<file path="src/rtl/hardwired_control_unit_if.sv">
// Control-unit <-> datapath strobe bundle. The master side is the sequencer; the slave side is
// the datapath, which supplies the latched IR and the memory-ready handshake.
interface hardwired_control_unit_if #(
  parameter int unsigned OPC_W = 5,
  parameter int unsigned NREG  = 16
);
  logic [31:0]      i_ir;
  logic             i_mem_ready;

  logic             o_pc_out;
  logic             o_mar_in;
  logic             o_inc_pc;
  logic             o_pc_in;
  logic             o_read;
  logic             o_mdr_in;
  logic             o_mdr_out;
  logic             o_ir_in;
  logic             o_y_in;
  logic             o_z_in;
  logic             o_zlow_out;
  logic             o_zhigh_out;
  logic             o_hi_in;
  logic             o_lo_in;
  logic [NREG-1:0]  o_reg_in_en;
  logic [NREG-1:0]  o_reg_out_en;
  logic [OPC_W-1:0] o_alu_op;
  logic             o_run;
  logic             o_illegal;

  modport master (
    input  i_ir, i_mem_ready,
    output o_pc_out, o_mar_in, o_inc_pc, o_pc_in, o_read, o_mdr_in, o_mdr_out, o_ir_in,
           o_y_in, o_z_in, o_zlow_out, o_zhigh_out, o_hi_in, o_lo_in,
           o_reg_in_en, o_reg_out_en, o_alu_op, o_run, o_illegal
  );

  modport slave (
    output i_ir, i_mem_ready,
    input  o_pc_out, o_mar_in, o_inc_pc, o_pc_in, o_read, o_mdr_in, o_mdr_out, o_ir_in,
           o_y_in, o_z_in, o_zlow_out, o_zhigh_out, o_hi_in, o_lo_in,
           o_reg_in_en, o_reg_out_en, o_alu_op, o_run, o_illegal
  );
endinterface

</file>
<file path="src/rtl/hardwired_control_unit.sv">
// Hardwired fetch/execute sequencer for the bus-based datapath. Fetch runs T0-T2; execute
// runs T3-T6 with strobes decoded from the state and the latched instruction register.
module hardwired_control_unit #(
  parameter int unsigned OPC_W = 5,
  parameter int unsigned NREG  = 16
) (
  input  logic                      i_clock,
  input  logic                      i_clear,
  hardwired_control_unit_if.master  bus
);

  localparam int unsigned RegW = $clog2(NREG);
  localparam int unsigned RaHi = 31 - OPC_W;
  localparam int unsigned RbHi = RaHi - RegW;
  localparam int unsigned RcHi = RbHi - RegW;

  localparam logic [OPC_W-1:0] OpcAluLo = OPC_W'(3);
  localparam logic [OPC_W-1:0] OpcAluHi = OPC_W'(12);
  localparam logic [OPC_W-1:0] OpcMul   = OPC_W'(15);
  localparam logic [OPC_W-1:0] OpcDiv   = OPC_W'(16);
  localparam logic [OPC_W-1:0] OpcNop   = OPC_W'(26);
  localparam logic [OPC_W-1:0] OpcHalt  = OPC_W'(27);

  typedef enum logic [3:0] {
    StRst,
    StT0,
    StT1,
    StT2,
    StT3,
    StT4,
    StT5,
    StT6,
    StHalt
  } state_e;

  state_e r_state;
  state_e w_state_next;

  logic [OPC_W-1:0] w_opc;
  logic [RegW-1:0]  w_ra;
  logic [RegW-1:0]  w_rb;
  logic [RegW-1:0]  w_rc;
  logic [NREG-1:0]  w_one;
  logic [NREG-1:0]  w_ra_oh;
  logic [NREG-1:0]  w_rb_oh;
  logic [NREG-1:0]  w_rc_oh;
  logic             w_is_alu;
  logic             w_is_muldiv;
  logic             w_is_nop;
  logic             w_is_halt;
  logic             w_unused_ir;

  assign w_opc = bus.i_ir[31 -: OPC_W];
  assign w_ra  = bus.i_ir[RaHi -: RegW];
  assign w_rb  = bus.i_ir[RbHi -: RegW];
  assign w_rc  = bus.i_ir[RcHi -: RegW];

  // Low immediate/unused instruction bits are not consumed by this sequencer.
  assign w_unused_ir = ^bus.i_ir[RcHi-RegW:0];

  assign w_one   = {{(NREG-1){1'b0}}, 1'b1};
  assign w_ra_oh = w_one << w_ra;
  assign w_rb_oh = w_one << w_rb;
  assign w_rc_oh = w_one << w_rc;

  assign w_is_alu    = (w_opc >= OpcAluLo) && (w_opc <= OpcAluHi);
  assign w_is_muldiv = (w_opc == OpcMul) || (w_opc == OpcDiv);
  assign w_is_nop    = (w_opc == OpcNop);
  assign w_is_halt   = (w_opc == OpcHalt);

  always_ff @(posedge i_clock or posedge i_clear) begin
    if (i_clear) begin
      r_state <= StRst;
    end else begin
      r_state <= w_state_next;
    end
  end

  always_comb begin
    w_state_next     = r_state;
    bus.o_pc_out     = 1'b0;
    bus.o_mar_in     = 1'b0;
    bus.o_inc_pc     = 1'b0;
    bus.o_pc_in      = 1'b0;
    bus.o_read       = 1'b0;
    bus.o_mdr_in     = 1'b0;
    bus.o_mdr_out    = 1'b0;
    bus.o_ir_in      = 1'b0;
    bus.o_y_in       = 1'b0;
    bus.o_z_in       = 1'b0;
    bus.o_zlow_out   = 1'b0;
    bus.o_zhigh_out  = 1'b0;
    bus.o_hi_in      = 1'b0;
    bus.o_lo_in      = 1'b0;
    bus.o_reg_in_en  = '0;
    bus.o_reg_out_en = '0;
    bus.o_alu_op     = '0;
    bus.o_run        = 1'b1;
    bus.o_illegal    = 1'b0;

    unique case (r_state)
      StRst: begin
        bus.o_run    = 1'b0;
        w_state_next = StT0;
      end
      StT0: begin
        bus.o_pc_out = 1'b1;
        bus.o_mar_in = 1'b1;
        bus.o_inc_pc = 1'b1;
        bus.o_z_in   = 1'b1;
        w_state_next = StT1;
      end
      StT1: begin
        // Read request is held across wait cycles; the PC update waits for the data.
        bus.o_read   = 1'b1;
        bus.o_mdr_in = 1'b1;
        if (bus.i_mem_ready) begin
          bus.o_zlow_out = 1'b1;
          bus.o_pc_in    = 1'b1;
          w_state_next   = StT2;
        end
      end
      StT2: begin
        bus.o_mdr_out = 1'b1;
        bus.o_ir_in   = 1'b1;
        w_state_next  = StT3;
      end
      StT3: begin
        if (w_is_alu || w_is_muldiv) begin
          bus.o_reg_out_en = w_rb_oh;
          bus.o_y_in       = 1'b1;
          w_state_next     = StT4;
        end else if (w_is_halt) begin
          w_state_next = StHalt;
        end else begin
          bus.o_illegal = ~w_is_nop;
          w_state_next  = StT0;
        end
      end
      StT4: begin
        bus.o_reg_out_en = w_rc_oh;
        bus.o_alu_op     = w_opc;
        bus.o_z_in       = 1'b1;
        w_state_next     = StT5;
      end
      StT5: begin
        bus.o_zlow_out = 1'b1;
        if (w_is_muldiv) begin
          bus.o_lo_in  = 1'b1;
          w_state_next = StT6;
        end else begin
          bus.o_reg_in_en = w_ra_oh;
          w_state_next    = StT0;
        end
      end
      StT6: begin
        bus.o_zhigh_out = 1'b1;
        bus.o_hi_in     = 1'b1;
        w_state_next    = StT0;
      end
      StHalt: begin
        bus.o_run = 1'b0;
      end
      default: begin
        bus.o_run    = 1'b0;
        w_state_next = StRst;
      end
    endcase
  end

endmodule

</file>
<file path="src/flat_wrapper.sv">
// flat-port wrapper written by rule: the top's interface ports become plain ports
module hardwired_control_unit_flat 
#(
  parameter int unsigned OPC_W = 5,
  parameter int unsigned NREG  = 16
)
  (i_clock, i_clear, bus_i_ir, bus_i_mem_ready, bus_o_pc_out, bus_o_mar_in, bus_o_inc_pc, bus_o_pc_in, bus_o_read, bus_o_mdr_in, bus_o_mdr_out, bus_o_ir_in, bus_o_y_in, bus_o_z_in, bus_o_zlow_out, bus_o_zhigh_out, bus_o_hi_in, bus_o_lo_in, bus_o_reg_in_en, bus_o_reg_out_en, bus_o_alu_op, bus_o_run, bus_o_illegal);
  hardwired_control_unit_if #(.OPC_W(OPC_W), .NREG(NREG)) bus_i ();
  input  logic i_clock;
  input  logic i_clear;
  input wire logic [$bits(bus_i.i_ir)-1:0] bus_i_ir;
  input wire logic [$bits(bus_i.i_mem_ready)-1:0] bus_i_mem_ready;
  output wire logic [$bits(bus_i.o_pc_out)-1:0] bus_o_pc_out;
  output wire logic [$bits(bus_i.o_mar_in)-1:0] bus_o_mar_in;
  output wire logic [$bits(bus_i.o_inc_pc)-1:0] bus_o_inc_pc;
  output wire logic [$bits(bus_i.o_pc_in)-1:0] bus_o_pc_in;
  output wire logic [$bits(bus_i.o_read)-1:0] bus_o_read;
  output wire logic [$bits(bus_i.o_mdr_in)-1:0] bus_o_mdr_in;
  output wire logic [$bits(bus_i.o_mdr_out)-1:0] bus_o_mdr_out;
  output wire logic [$bits(bus_i.o_ir_in)-1:0] bus_o_ir_in;
  output wire logic [$bits(bus_i.o_y_in)-1:0] bus_o_y_in;
  output wire logic [$bits(bus_i.o_z_in)-1:0] bus_o_z_in;
  output wire logic [$bits(bus_i.o_zlow_out)-1:0] bus_o_zlow_out;
  output wire logic [$bits(bus_i.o_zhigh_out)-1:0] bus_o_zhigh_out;
  output wire logic [$bits(bus_i.o_hi_in)-1:0] bus_o_hi_in;
  output wire logic [$bits(bus_i.o_lo_in)-1:0] bus_o_lo_in;
  output wire logic [$bits(bus_i.o_reg_in_en)-1:0] bus_o_reg_in_en;
  output wire logic [$bits(bus_i.o_reg_out_en)-1:0] bus_o_reg_out_en;
  output wire logic [$bits(bus_i.o_alu_op)-1:0] bus_o_alu_op;
  output wire logic [$bits(bus_i.o_run)-1:0] bus_o_run;
  output wire logic [$bits(bus_i.o_illegal)-1:0] bus_o_illegal;
  assign bus_i.i_ir = bus_i_ir;
  assign bus_i.i_mem_ready = bus_i_mem_ready;
  assign bus_o_pc_out = bus_i.o_pc_out;
  assign bus_o_mar_in = bus_i.o_mar_in;
  assign bus_o_inc_pc = bus_i.o_inc_pc;
  assign bus_o_pc_in = bus_i.o_pc_in;
  assign bus_o_read = bus_i.o_read;
  assign bus_o_mdr_in = bus_i.o_mdr_in;
  assign bus_o_mdr_out = bus_i.o_mdr_out;
  assign bus_o_ir_in = bus_i.o_ir_in;
  assign bus_o_y_in = bus_i.o_y_in;
  assign bus_o_z_in = bus_i.o_z_in;
  assign bus_o_zlow_out = bus_i.o_zlow_out;
  assign bus_o_zhigh_out = bus_i.o_zhigh_out;
  assign bus_o_hi_in = bus_i.o_hi_in;
  assign bus_o_lo_in = bus_i.o_lo_in;
  assign bus_o_reg_in_en = bus_i.o_reg_in_en;
  assign bus_o_reg_out_en = bus_i.o_reg_out_en;
  assign bus_o_alu_op = bus_i.o_alu_op;
  assign bus_o_run = bus_i.o_run;
  assign bus_o_illegal = bus_i.o_illegal;
  hardwired_control_unit #(.OPC_W(OPC_W), .NREG(NREG)) u_core (.i_clock(i_clock), .i_clear(i_clear), .bus(bus_i));
endmodule
</file>
<file path="config.mk">
export PLATFORM = sky130hd
export DESIGN_NAME = hardwired_control_unit_flat
export DESIGN_NICKNAME = d
export VERILOG_FILES = /design/src/rtl/hardwired_control_unit_if.sv /design/src/rtl/hardwired_control_unit.sv /design/src/flat_wrapper.sv
export SDC_FILE = /design/constraint.sdc
export NUM_CORES = 1
export LEC_CHECK = 0
export CORE_MARGIN = 2
export CORE_UTILIZATION = 32
export DETAILED_ROUTE_END_ITERATION = 7
export HOLD_SLACK_MARGIN = 0.15
export PLACE_DENSITY = 0.85
export SLEW_MARGIN = 20
export SYNTH_ARGS = -nofsm -noshare
export SYNTH_HDL_FRONTEND = slang
export SYNTH_SLANG_ARGS = --single-unit
</file>
<file path="constraint.sdc">
create_clock -name i_clock -period 2.7 [get_ports i_clock]
set_clock_uncertainty 0.1 [all_clocks]
set_input_delay 0.405 -clock i_clock [delete_from_list [all_inputs] [get_ports i_clock]]
set_output_delay 0.405 -clock i_clock [all_outputs]
set_load 0.01 [all_outputs]
</file>
**Word level (Yosys, flattened, before mapping)**

Cells that the tools add are included.

- Magnitude comparators: 2
- Equality and inequality tests: 13
- Shifts and indexed selects: 3
- Multiplexer cells: 26
- Bitwise operators: 2
- Reduce and logical (&&, ||, !) cells: 8

Operators by type and width:

| kind | count |
|---|---|
| 2-to-1 mux 16 bit | 3 |
| << shifter 1 x 4 -> 16 bit (first input constant) | 3 |
| one-hot mux 16 bit (2 select lines) | 1 |
| one-hot mux 4 bit (8 select lines) | 1 |
| equality test 4 x 3 -> 1 bit (second input constant) | 4 |
| equality test 5 bit (second input constant) | 3 |
| 2-to-1 mux 1 bit | 15 |
| 2-to-1 mux 4 bit | 3 |
| equality test 4 x 2 -> 1 bit (second input constant) | 2 |
| OR reduction 7 bit | 1 |
| equality test 5 x 4 -> 1 bit (second input constant) | 1 |
| greater-or-equal comparator 5 x 2 -> 1 bit (second input constant) | 1 |
| <= comparator 5 x 4 -> 1 bit (second input constant) | 1 |
| 2-to-1 mux 5 bit | 1 |
| equality test 4 x 1 -> 1 bit (second input constant) | 1 |
| equality test 4 bit (second input constant) | 1 |
| logical NOT 4 bit | 1 |
| OR reduction 2 bit | 2 |
| 2-to-1 mux 3 bit | 1 |
| logical OR 1 bit | 2 |
| != test 2 bit (second input constant) | 1 |
| inverter 1 bit | 2 |
| one-hot mux 1 bit (2 select lines) | 1 |
| AND reduction 2 bit | 1 |
| logical AND 1 bit | 1 |

- Bits in registers: 4
- Output and inout port bits: 53
- Word-level logic and storage cells: 55

**Longest topological paths before layout**

Gate-level depths: netlist of the first run.

- Depth in word-level cells: 5
- Mapped depth: 8
- Gate-level depth less buffers: 4

**Worst setup path before layout of the first run**

OpenSTA, ideal clock, no wires.

- Path type: register -> output
- Start: reg u_core.r_state[2]
- End: out bus_o_reg_in_en[1]
- Data arrival time: 1.659 ns
- Data required time: 2.195 ns
- Slack: 0.536 ns
- Cell stages (with the launch flop): 8
- Path buffers: 3
- Cells stage by stage: dfrtp_1 > buf_6 > nand2b_4 > buf_6 > or2_0 > or3_1 > buf_6 > nor4_1

- Longest elaborated chain between the ends: 2

RTL lines:

| item | line | RTL |
|---|---|---|
| start: declaration | hardwired_control_unit.sv:36 | `state_e r_state;` |
| start signal: assignment | hardwired_control_unit.sv:73 | `r_state <= StRst;` |
| start signal: assignment | hardwired_control_unit.sv:75 | `r_state <= w_state_next;` |
| equality test 4 x 3 -> 1 bit | hardwired_control_unit.sv:101 | `unique case (r_state)` |
| 2-to-1 mux 16 bit | hardwired_control_unit.sv:101 |  |
| end: declaration | flat_wrapper.sv:27 | `output wire logic [$bits(bus_i.o_reg_in_en)-1:0] bus_o_reg_in_en;` |

No other way between the ends.

**Worst setup path after layout of the first run**

- Start: in bus_i_ir[29]
- End: out bus_o_reg_out_en[9]

- Longest elaborated chain between the ends: 5
- Elaborated cells between the ends (all ways): 9
- Classes of those cells: order compare: 2; eq/ne: 2; mux: 2; reduce/logical: 3

RTL lines:

| item | line | RTL |
|---|---|---|
| start: declaration | flat_wrapper.sv:11 | `input wire logic [$bits(bus_i.i_ir)-1:0] bus_i_ir;` |
| greater-or-equal comparator 5 x 2 -> 1 bit, or another cell as far along | hardwired_control_unit.sv:66 | `assign w_is_alu = (w_opc >= OpcAluLo) && (w_opc <= OpcAluHi);` |
| logical AND 1 bit / logical OR 1 bit (equally long branches) | hardwired_control_unit.sv:66, hardwired_control_unit.sv:67 |  |
| logical OR 1 bit (*) | hardwired_control_unit.sv:129 | `if (w_is_alu \|\| w_is_muldiv) begin` |
| 2-to-1 mux 16 bit (*) | hardwired_control_unit.sv:129 |  |
| one-hot mux 16 bit (2 select lines) (*) | hardwired_control_unit.sv:101 |  |
| end: declaration | flat_wrapper.sv:28 | `output wire logic [$bits(bus_i.o_reg_out_en)-1:0] bus_o_reg_out_en;` |

Every way passes the cells marked *; elsewhere a longest branch is shown, timed or not.

==> results.toml, run 1 <==
[synth]
synth-seq-cells = 4
synth.top_cell.area_share_pct = 9.86
synth_nets = 189
synth.distinct_cells = 38
yosysTopAreaCell = "dfrtp_1"
yosysSeqAreaShare_pct = 9.86
synth_area_leaders = "dfrtp_1, nand2_1, nor3_2, nand2b_1, nor3_1"
syn_area_per_cell_um2 = 6.59
synthCells = 154
yosysWarnings = 0
syn_area_um2 = 1010

[clocking]
clockBufferDepth = 2
cts_max_level = 1
cts_tree = "yes"
clk_pin_slew_worst_paths_ns = 0.04
cts.sinks = 4
cts_buffers = 3
cts-root-buf = "clkbuf_4"
worstSkewPairLatency_ns = 0.24

[final_layout]
drive_gt1_share_pct = 20.8
n_fill_cell = 268
layout.nets = 273
final_cells = 280
top_register = "u_core.r_state"
largest_reg_flops = 4
syn_to_final_growth_pct = 93.5
diodes = 0
regArea_um2 = 100
top_regs = "u_core.r_state x4"
multi_input_area_um2 = 838

[sta]
fin_crit_sh_pct = 100
rsz0062_at_grt = "yes"
fin_ws_ns = -0.0104
worstMarginPinSlew_ns = 0.348
relSlewSlack_pct = 76.6
maxSlewViolCount = 0
finalCriticalPeriod_ns = 2.71
hold_violations = 0
fmax_mhz = 369
setup_violations = 1

[critical_path]
worstSetupStartpointType = "primary input"
critical_path.reg2reg.startpoint = "u_core.r_state[1]"
critical_path_required_ns = 2.19
arrival_ns = 2.21
cp_cell_sequence = "dlygate4sd2_1, nand2b_4, nor4_4, o31ai_4, bufbuf_16, o21ai_1, clkdlybuf4s50_1"
reg2reg_depth = 5
cp-endpoint = "bus_o_reg_out_en[9]"
path_class = "primary input to output pin"
r2r_end = "u_core.r_state[1]"
crit_fanout = 5
ff2ff_setup_slack_ns = 1.35
cp-startpoint = "bus_i_ir[29]"
endpoint_kind = "output pin"
critical_path.max_stage_delay_ns = 0.55
slowest_stage = "clkdlybuf4s50_1"

[power]
vdd_drop_max_v = 0.000264
powerDensity_nw_per_um2 = 454
p_total_uw = 891
p_leak_uw = 0.000952

[detailed_routing]
wl_per_cell_um = 12.4
antenna_left = 0
drt_iter0_drc = 94
via_per_inst = 5.03
drc = 0
drt_pass1_iterations = 4
vias = 1409
routed_wl_mm = 3.46

[placement]
portBuffers = 72
gp_congestion = 0.870
place_inst = 274
hpwl_mm = 2.73

[grt]
grt.overflow.total = 0
grt.total_usage_pct = 18.6
grt_pass1_vias = 1227
grt_max_degree = 17
grt_pass1_wl_mm = 5.35
antenna_found_initial = 0

[floorplanning]
die_y_um = 60.3
initial_core_util_pct = 33.5
io_pins = 88
die_area_um2 = 3640
fp.coreArea_um2 = 3030
rows = 20
die_w_um = 60.3

[flow_run]
cap_violations = 0

[hold_path]
min_path_type = "primary input to asynchronous set/reset pin"

[outcome]
violations = "setup timing"
status = "finished with violations"
through the flow:
stage          instance area [um2]  TNS [ns]  util, %  setup slack, ns  hold WS [ns]
2_1_floorplan                 1010         0        -            0.536        0.0711
3_3_place_gp                  1820     -8.60     60.2           -0.354         0.488
3_5_place_dp                  1820     -9.37     60.2           -0.385         0.505
4_1_cts                       1920         0     63.6          0.00372         0.257
5_1_grt                       1960    -0.318     64.8          -0.0793         0.280
6_report                      1960   -0.0104     64.8          -0.0104         0.246
kinds of logic (layout without fill, tap and decap cells):
family	after synthesis	after routing	share of synthesized area, %
AOI/OAI and AO/OA	27	27	16.9
xor gates and xnor gates	1	1	0.863
buffers and inverters	20	102	13.1
DFF	4	4	9.86
and+or+nand+nor	102	102	59.3
worst min path at each step:
stage,start,end,slack (ns),cells after the start
final,i_clear,u_core.r_state[1],0.25,2
after global routing,i_clear,u_core.r_state[3],0.28,2
after CTS,i_clear,u_core.r_state[1],0.26,2
after detailed placement,i_clear,u_core.r_state[2],0.51,2
after global placement,u_core.r_state[3],u_core.r_state[0],0.49,2
after floorplan,i_clear,u_core.r_state[0],0.07,1
synth_stat cells (all sizes together):
| cell | n |
|---|---|
| nand2 | 25 |
| nor3 | 18 |
| nor2 | 11 |
| buf | 9 |
| nand2b | 9 |
| o21ai | 9 |
| nand3 | 8 |
| nor4 | 8 |
| o22ai | 8 |
| inv | 7 |
| nor2b | 6 |
| and2 | 5 |
| clkbuf | 4 |
| dfrtp | 4 |
| a21oi | 3 |
| nand3b | 3 |
| or2 | 2 |
| or3 | 2 |
| a21o | 1 |
| a311o | 1 |
| a31oi | 1 |
| and3 | 1 |
| and4bb | 1 |
| nand4 | 1 |
| nor3b | 1 |
| nor4b | 1 |
| o21a | 1 |
| o311ai | 1 |
| o31ai | 1 |
| o41ai | 1 |
| xor2 | 1 |
routing by layer:
metal	wire length [um]	share of wire [%]	track usage [%]
met3	251	7.2	1.95
met4	31	0.90	2.86
met1	1460	42	24.1
met2	1720	50	33.7
met5	0	0	0
power breakdown:
group          internal [uW]  leakage (uW)  switching, uW
clock                   49.8     0.0000138           25.4
combinational            370      0.000887            351
sequential              82.5     0.0000511           13.3
total                    502      0.000952            390
area by class of cell:
type | count | share of cell area [%]
Timing Repair Buffer | 92 | 46.9
Inverter | 7 | 1.34
Sequential cell | 4 | 5.10
Tap cell | 44 | 2.80
Clock buffer | 3 | 1.15
Multi-Input combinational cell | 130 | 42.7
cell usage in the layout, fill, tap and decap left out, types with 6 or more instances in the layout:
master           Yosys  layout
nor3_1              10       7
buf_4                5      17
o21ai_0              8       6
clkdlybuf4s50_1      0      41
nor2_1              11      11
nand2_1             25      25
nor3_2               8       9
inv_1                7       7
dlygate4sd2_1        0      15
nand2b_1             8       7
o22ai_1              8       8
nand3_1              8       8
dlymetal6s2s_1       0      11
nor2b_1              6       6
critical path, delay by kind of cell:
family | cells | cell delay (ns)
AOI/OAI and AO/OA | 2 | 0.27
and+or+nand+nor | 2 | 0.42
buffers and inverters | 3 | 1.10
what timing repair did:
item | 4_1_cts | 5_1_grt
buffers inserted | 2 | 0
gates cloned | 1 | 0
hold buffers | 0 | 0
resized for setup | 41 | 13
setup endpoints to repair | 35 | 17
(Power assumes the default switching activity.)
==> inputs of run 2 (changes only) <==
Clock period 2.7 ns to 3 ns, I/O delays scaled along.
==> run 2 against run 1 <==
  * The run now ends clean
  * Die area unchanged
  * Utilization down 2.7 points
  * Power decreased by 15%
  * Register-to-register slack better by 0.36 ns
  * Sequential power is 10% lower
  * Worst hold slack gained 0.046 ns
  * First-iteration DRC count decreased by 56%
  * Worst setup slack better by 0.12 ns
  * Clock power fell by 7.3%
  * Combinational power is 17% lower
  * Sequential cell count did not move
  * Largest power group unchanged
==> results.toml, run 2 (synthesis gave the netlist of run 1 again) <==
[outcome]
status = "complete, no violations"

[detailed_routing]
antenna_left = 0
via_per_inst = 5.00
drt_iter0_drc = 41
routed_wl_mm = 3.40
drt_pass1_iterations = 4
drc = 0
wl_per_cell_um = 12.5
vias = 1366

[grt]
antenna_found_initial = 0
grt_max_degree = 17
grt_pass1_wl_mm = 5.22
grt_pass1_vias = 1203
grt.total_usage_pct = 18.5
grt.overflow.total = 0

[critical_path]
cp-startpoint = "bus_i_ir[29]"
path_class = "primary input to output pin"
critical_path.reg2reg.startpoint = "u_core.r_state[1]"
worstSetupStartpointType = "primary input"
arrival_ns = 2.34
endpoint_kind = "output pin"
critical_path_required_ns = 2.45
slowest_stage = "clkdlybuf4s50_1"
critical_path.max_stage_delay_ns = 0.57
cp_cell_sequence = "clkdlybuf4s50_1, buf_4, nand2b_1, a21oi_4, o31ai_4, buf_12, o22ai_1, clkdlybuf4s50_1"
ff2ff_setup_slack_ns = 1.71
critical_path.most_common_cell = "clkdlybuf4s50_1"
crit_fanout = 10

[sta]
rsz0062_at_grt = "no"
relSlewSlack_pct = 75.1
finalCriticalPeriod_ns = 2.89
fin_ws_ns = 0.114
fmax_mhz = 347
worstMarginPinSlew_ns = 0.374
hold_violations = 0
fin_crit_sh_pct = 96.2
setup_violations = 0
holdWs_ns = 0.292
maxSlewViolCount = 0

[floorplanning]
die_w_um = 60.3
die_y_um = 60.3
io_pins = 88
die_area_um2 = 3640
rows = 20
fp.coreArea_um2 = 3030
initial_core_util_pct = 33.5

[placement]
pre_cts_ws_ns = -0.140
hpwl_mm = 2.74
gp_congestion = 0.812
portBuffers = 72

[final_layout]
top_regs = "u_core.r_state x4"
top_register = "u_core.r_state"
drive_gt1_share_pct = 15.7
layout.nets = 266
final_common_cell = "clkdlybuf4s50_1"
diodes = 0
largest_reg_flops = 4
post-route-util_pct = 62.1
syn_to_final_growth_pct = 85.3
final_cell_mix = "clkdlybuf4s50_1, nand2_1, dlygate4sd2_1"

[clocking]
cts.sinks = 4
cts_buffers = 3
cts_max_level = 1
cts-root-buf = "clkbuf_4"
clk_pin_slew_worst_paths_ns = 0.04
worstSkewPairLatency_ns = 0.24
cts_tree = "yes"
clockBufferDepth = 2

[power]
powerDensity_nw_per_um2 = 401
pwr-share-clk_pct = 9.2
combinationalPowerShare_pct = 79.3
intPower_uw = 418
vdd_drop_max_v = 0.000231
p_leak_uw = 0.000866
power.switching_uw = 335
power_frac_seq_pct = 11.4
switching_share_pct = 44.5

[flow_run]
cap_violations = 0

[hold_path]
min_path_type = "primary input to asynchronous set/reset pin"
[run 2: critical path: cells and delay by family]
family	cells	cell delay [ns]
buffers and inverters	4	1.38
AO/OA/AOI/OAI	3	0.41
AND/OR/NAND/NOR	1	0.08
[run 2: what timing repair did]
item,in CTS,in global routing
setup endpoints to repair,29,19
hold buffers,0,0
buffers inserted,0,0
pin swaps,0,2
gates resized for setup,18,14
[run 2: layout make-up]
cell class	instances	area, um2
fillers	272	1150
repair buffers	85	842
multi-input cells	130	835
flip-flops and latches	4	100
well taps	44	55.1
inverters	7	26.3
clock buffers	3	22.5
[run 2: power by group through the flow]
stage                     clock, uW  combinational (uW)  sequential, uW
after CTS                      72.3                 597            86.0
final                          69.6                 598            86.0
after floorplan                   0                 364            82.6
after detailed placement          0                 590            86.5
after global placement            0                 579            85.1
after global routing           73.4                 651            89.1
[run 2: path summary, 6_finish.rpt]
| path | endpoint | depth (start not counted) |
|---|---|---|
| setup / recovery | bus_o_reg_out_en[7] | 8 |
| hold / removal | u_core.r_state[1] | 2 |
| setup reg to reg | u_core.r_state[1] | 4 |
| hold reg to reg | u_core.r_state[0] | 2 |
| max in group asynchronous | u_core.r_state[2] | 2 |
| min in group i_clock | u_core.r_state[0] | 2 |
[run 2: per-stage QoR]
step | cells | TNS, ns | power [uW] | cell area (um2)
2_1_floorplan | 154 | 0 | 447 | 1010
3_3_place_gp | 270 | -1.00 | 664 | 1790
3_5_place_dp | 270 | -1.47 | 677 | 1790
4_1_cts | 273 | 0 | 755 | 1830
5_1_grt | 273 | 0 | 813 | 1880
6_report | 273 | 0 | 754 | 1880
[run 2: layer usage]
| layer | vias up | track usage (%) | share of wire [%] |
|---|---|---|---|
| li1 | 696 | - | - |
| met1 | 615 | 22.3 | 43 |
| met2 | 53 | 33.2 | 50 |
| met3 | 2 | 2.60 | 6.8 |
| met4 | 0 | 6.67 | 0.74 |
| met5 | - | 0 | 0 |
==> inputs of run 3 (changes only) <==
--- a/config.mk
+++ b/config.mk
@@ -6,4 +6,5 @@
 export NUM_CORES = 1
 export LEC_CHECK = 0
+export ABC_CLOCK_PERIOD_IN_PS = 3000
 export CORE_MARGIN = 2
 export CORE_UTILIZATION = 32
--- a/constraint.sdc
+++ b/constraint.sdc
@@ -3,3 +3,3 @@
 set_input_delay 0.45 -clock i_clock [delete_from_list [all_inputs] [get_ports i_clock]]
 set_output_delay 0.45 -clock i_clock [all_outputs]
-set_load 0.01 [all_outputs]
+set_load 0.1 [all_outputs]
==> run 3 against run 2 <==
  * Utilization grew 17 points
  * First-iteration DRC count grew 29%
  * Global-route usage grew 3.4 points
  * Worst hold slack lost 0.0081 ns
  * Clock power grew 4.3%
  * Power grew 93%
  * Register-to-register slack is essentially flat
  * Largest power group unchanged
==> results.toml, run 3 (synthesis gave the netlist of run 1 again) <==
[power]
vdd_drop_max_v = 0.000701
pwr-share-clk_pct = 5.0
power_frac_seq_pct = 6.4
switching_share_pct = 70.5
power.switching_uw = 1020
combinationalPowerShare_pct = 88.6
powerDensity_nw_per_um2 = 608
p_total_uw = 1450
p_leak_uw = 0.000957
intPower_uw = 429

[floorplanning]
die_w_um = 60.3
rows = 20
die_y_um = 60.3
die_area_um2 = 3640
initial_core_util_pct = 33.5
io_pins = 88
fp.coreArea_um2 = 3030

[grt]
grt.overflow.total = 0
grt.total_usage_pct = 21.9
antenna_found_initial = 0
grt_pass1_wl_mm = 6.15
grt_max_degree = 18
grt_pass1_vias = 1360

[final_layout]
top_register = "u_core.r_state"
final_cell_mix = "buf_12, buf_4, nand2_1"
final_common_cell = "buf_12"
layout.nets = 265
design_area_um2 = 2390
top_regs = "u_core.r_state x4"
largest_reg_flops = 4
final_cells = 272
n_fill_cell = 190
post-route-util_pct = 79.0
syn_to_final_growth_pct = 136
drive_gt1_share_pct = 48.7
diodes = 0

[critical_path]
arrival_ns = 2.36
crit_fanout = 16
path_class = "primary input to output pin"
critical_path_required_ns = 2.45
worstSetupStartpointType = "primary input"
ff2ff_setup_slack_ns = 1.70
endpoint_kind = "output pin"

[detailed_routing]
vias = 1433
drt_iter0_drc = 53
antenna_left = 0
drc = 0
routed_wl_mm = 3.96
drt_pass1_iterations = 5
wl_per_cell_um = 14.6
via_per_inst = 5.27

[clocking]
cts-root-buf = "clkbuf_4"
cts_buffers = 3
clk_pin_slew_worst_paths_ns = 0.04
cts_tree = "yes"
ctsHoldBuffers = 0
cts.sinks = 4
clockBufferDepth = 2
worstSkewPairLatency_ns = 0.25
cts_max_level = 1

[sta]
totalNegativeSetupSlack_ns = 0
relSlewSlack_pct = 56.3
worstMarginPinSlew_ns = 0.650
setup_violations = 0
fin_crit_sh_pct = 96.9
hold_violations = 0
maxSlewViolCount = 0
fmax_mhz = 344
rsz0062_at_grt = "no"
finalCriticalPeriod_ns = 2.91

[hold_path]
min_path_type = "primary input to asynchronous set/reset pin"

[flow_run]
cap_violations = 0

[outcome]
status = "complete, no violations"

[placement]
hpwl_mm = 3.16
place_inst = 268
placed_area_um2 = 2310
gp_congestion = 0.913
portBuffers = 72
[run 3: cell count changes in the layout (fill, tap and decap cells not counted), sizes merged]
| cell | before | now |
|---|---|---|
| dlymetal6s2s | 11 | 0 |
| clkdlybuf4s50 | 48 | 19 |
| dlygate4sd2 | 13 | 0 |
| buf | 13 | 65 |
[run 3: per-layer routing]
| metal | wire, um | part of all wire (%) | vias to the layer above | GRT usage, % |
|---|---|---|---|---|
| li1 | - | - | 696 | - |
| met1 | 1560 | 39 | 673 | 27.8 |
| met2 | 2160 | 54 | 62 | 38.8 |
| met3 | 212 | 5.4 | 2 | 2.81 |
| met4 | 28 | 0.71 | 0 | 5.71 |
| met5 | 0 | 0 | - | 0 |
[run 3: power groups by stage]
| stage | Sequential [uW] | Combinational, uW | Clock (uW) |
|---|---|---|---|
| after floorplan | 82.6 | 1040 | 0 |
| after CTS | 93.1 | 1280 | 72.9 |
| after global placement | 90.1 | 1260 | 0 |
| after global routing | 95.5 | 1340 | 76.1 |
| final | 92.8 | 1290 | 72.6 |
| after detailed placement | 93.3 | 1270 | 0 |
[run 3: cell type report]
class / count / area, um2 / area share, %
multi-input combinational: 130 / 1050 / 43.7
clock buffer: 3 / 22.5 / 0.942
inverter: 7 / 26.3 / 1.10
tap: 44 / 55.1 / 2.30
timing repair buffer: 84 / 1140 / 47.7
sequential: 4 / 100 / 4.19
[run 3: final timing paths]
check | start | cells past startpoint | to
min reg2reg | u_core.r_state[3] | 2 | u_core.r_state[0]
min | i_clear | 2 | u_core.r_state[0]
max in group asynchronous | i_clear | 2 | u_core.r_state[2]
max | bus_i_ir[31] | 8 | bus_o_reg_in_en[1]
max reg2reg | u_core.r_state[1] | 3 | u_core.r_state[1]
min in group i_clock | u_core.r_state[3] | 2 | u_core.r_state[0]
[run 3: worst max-delay path, cell delays in order]
cell and delay, ns:
clkdlybuf4s50_1 0.48, nand2b_1 0.14, nor4_2 0.05, buf_4 0.14, or3_1 0.39, buf_12 0.20, nor4_4 0.28, buf_12 0.22
[run 3: repair_timing]
| item | CTS | global route |
|---|---|---|
| pin swaps | 1 | 0 |
| setup endpoints to repair | 17 | 4 |
| resized for setup | 0 | 4 |
| buffers inserted | 1 | 0 |
[run 3: stage by stage]
step / hold WS (ns) / worst slack [ns]
2_1_floorplan: 0.116 / -0.886
3_3_place_gp: 0.490 / -0.0897
3_5_place_dp: 0.517 / -0.133
4_1_cts: 0.288 / 0.0485
5_1_grt: 0.320 / 0.0205
6_report: 0.284 / 0.0937
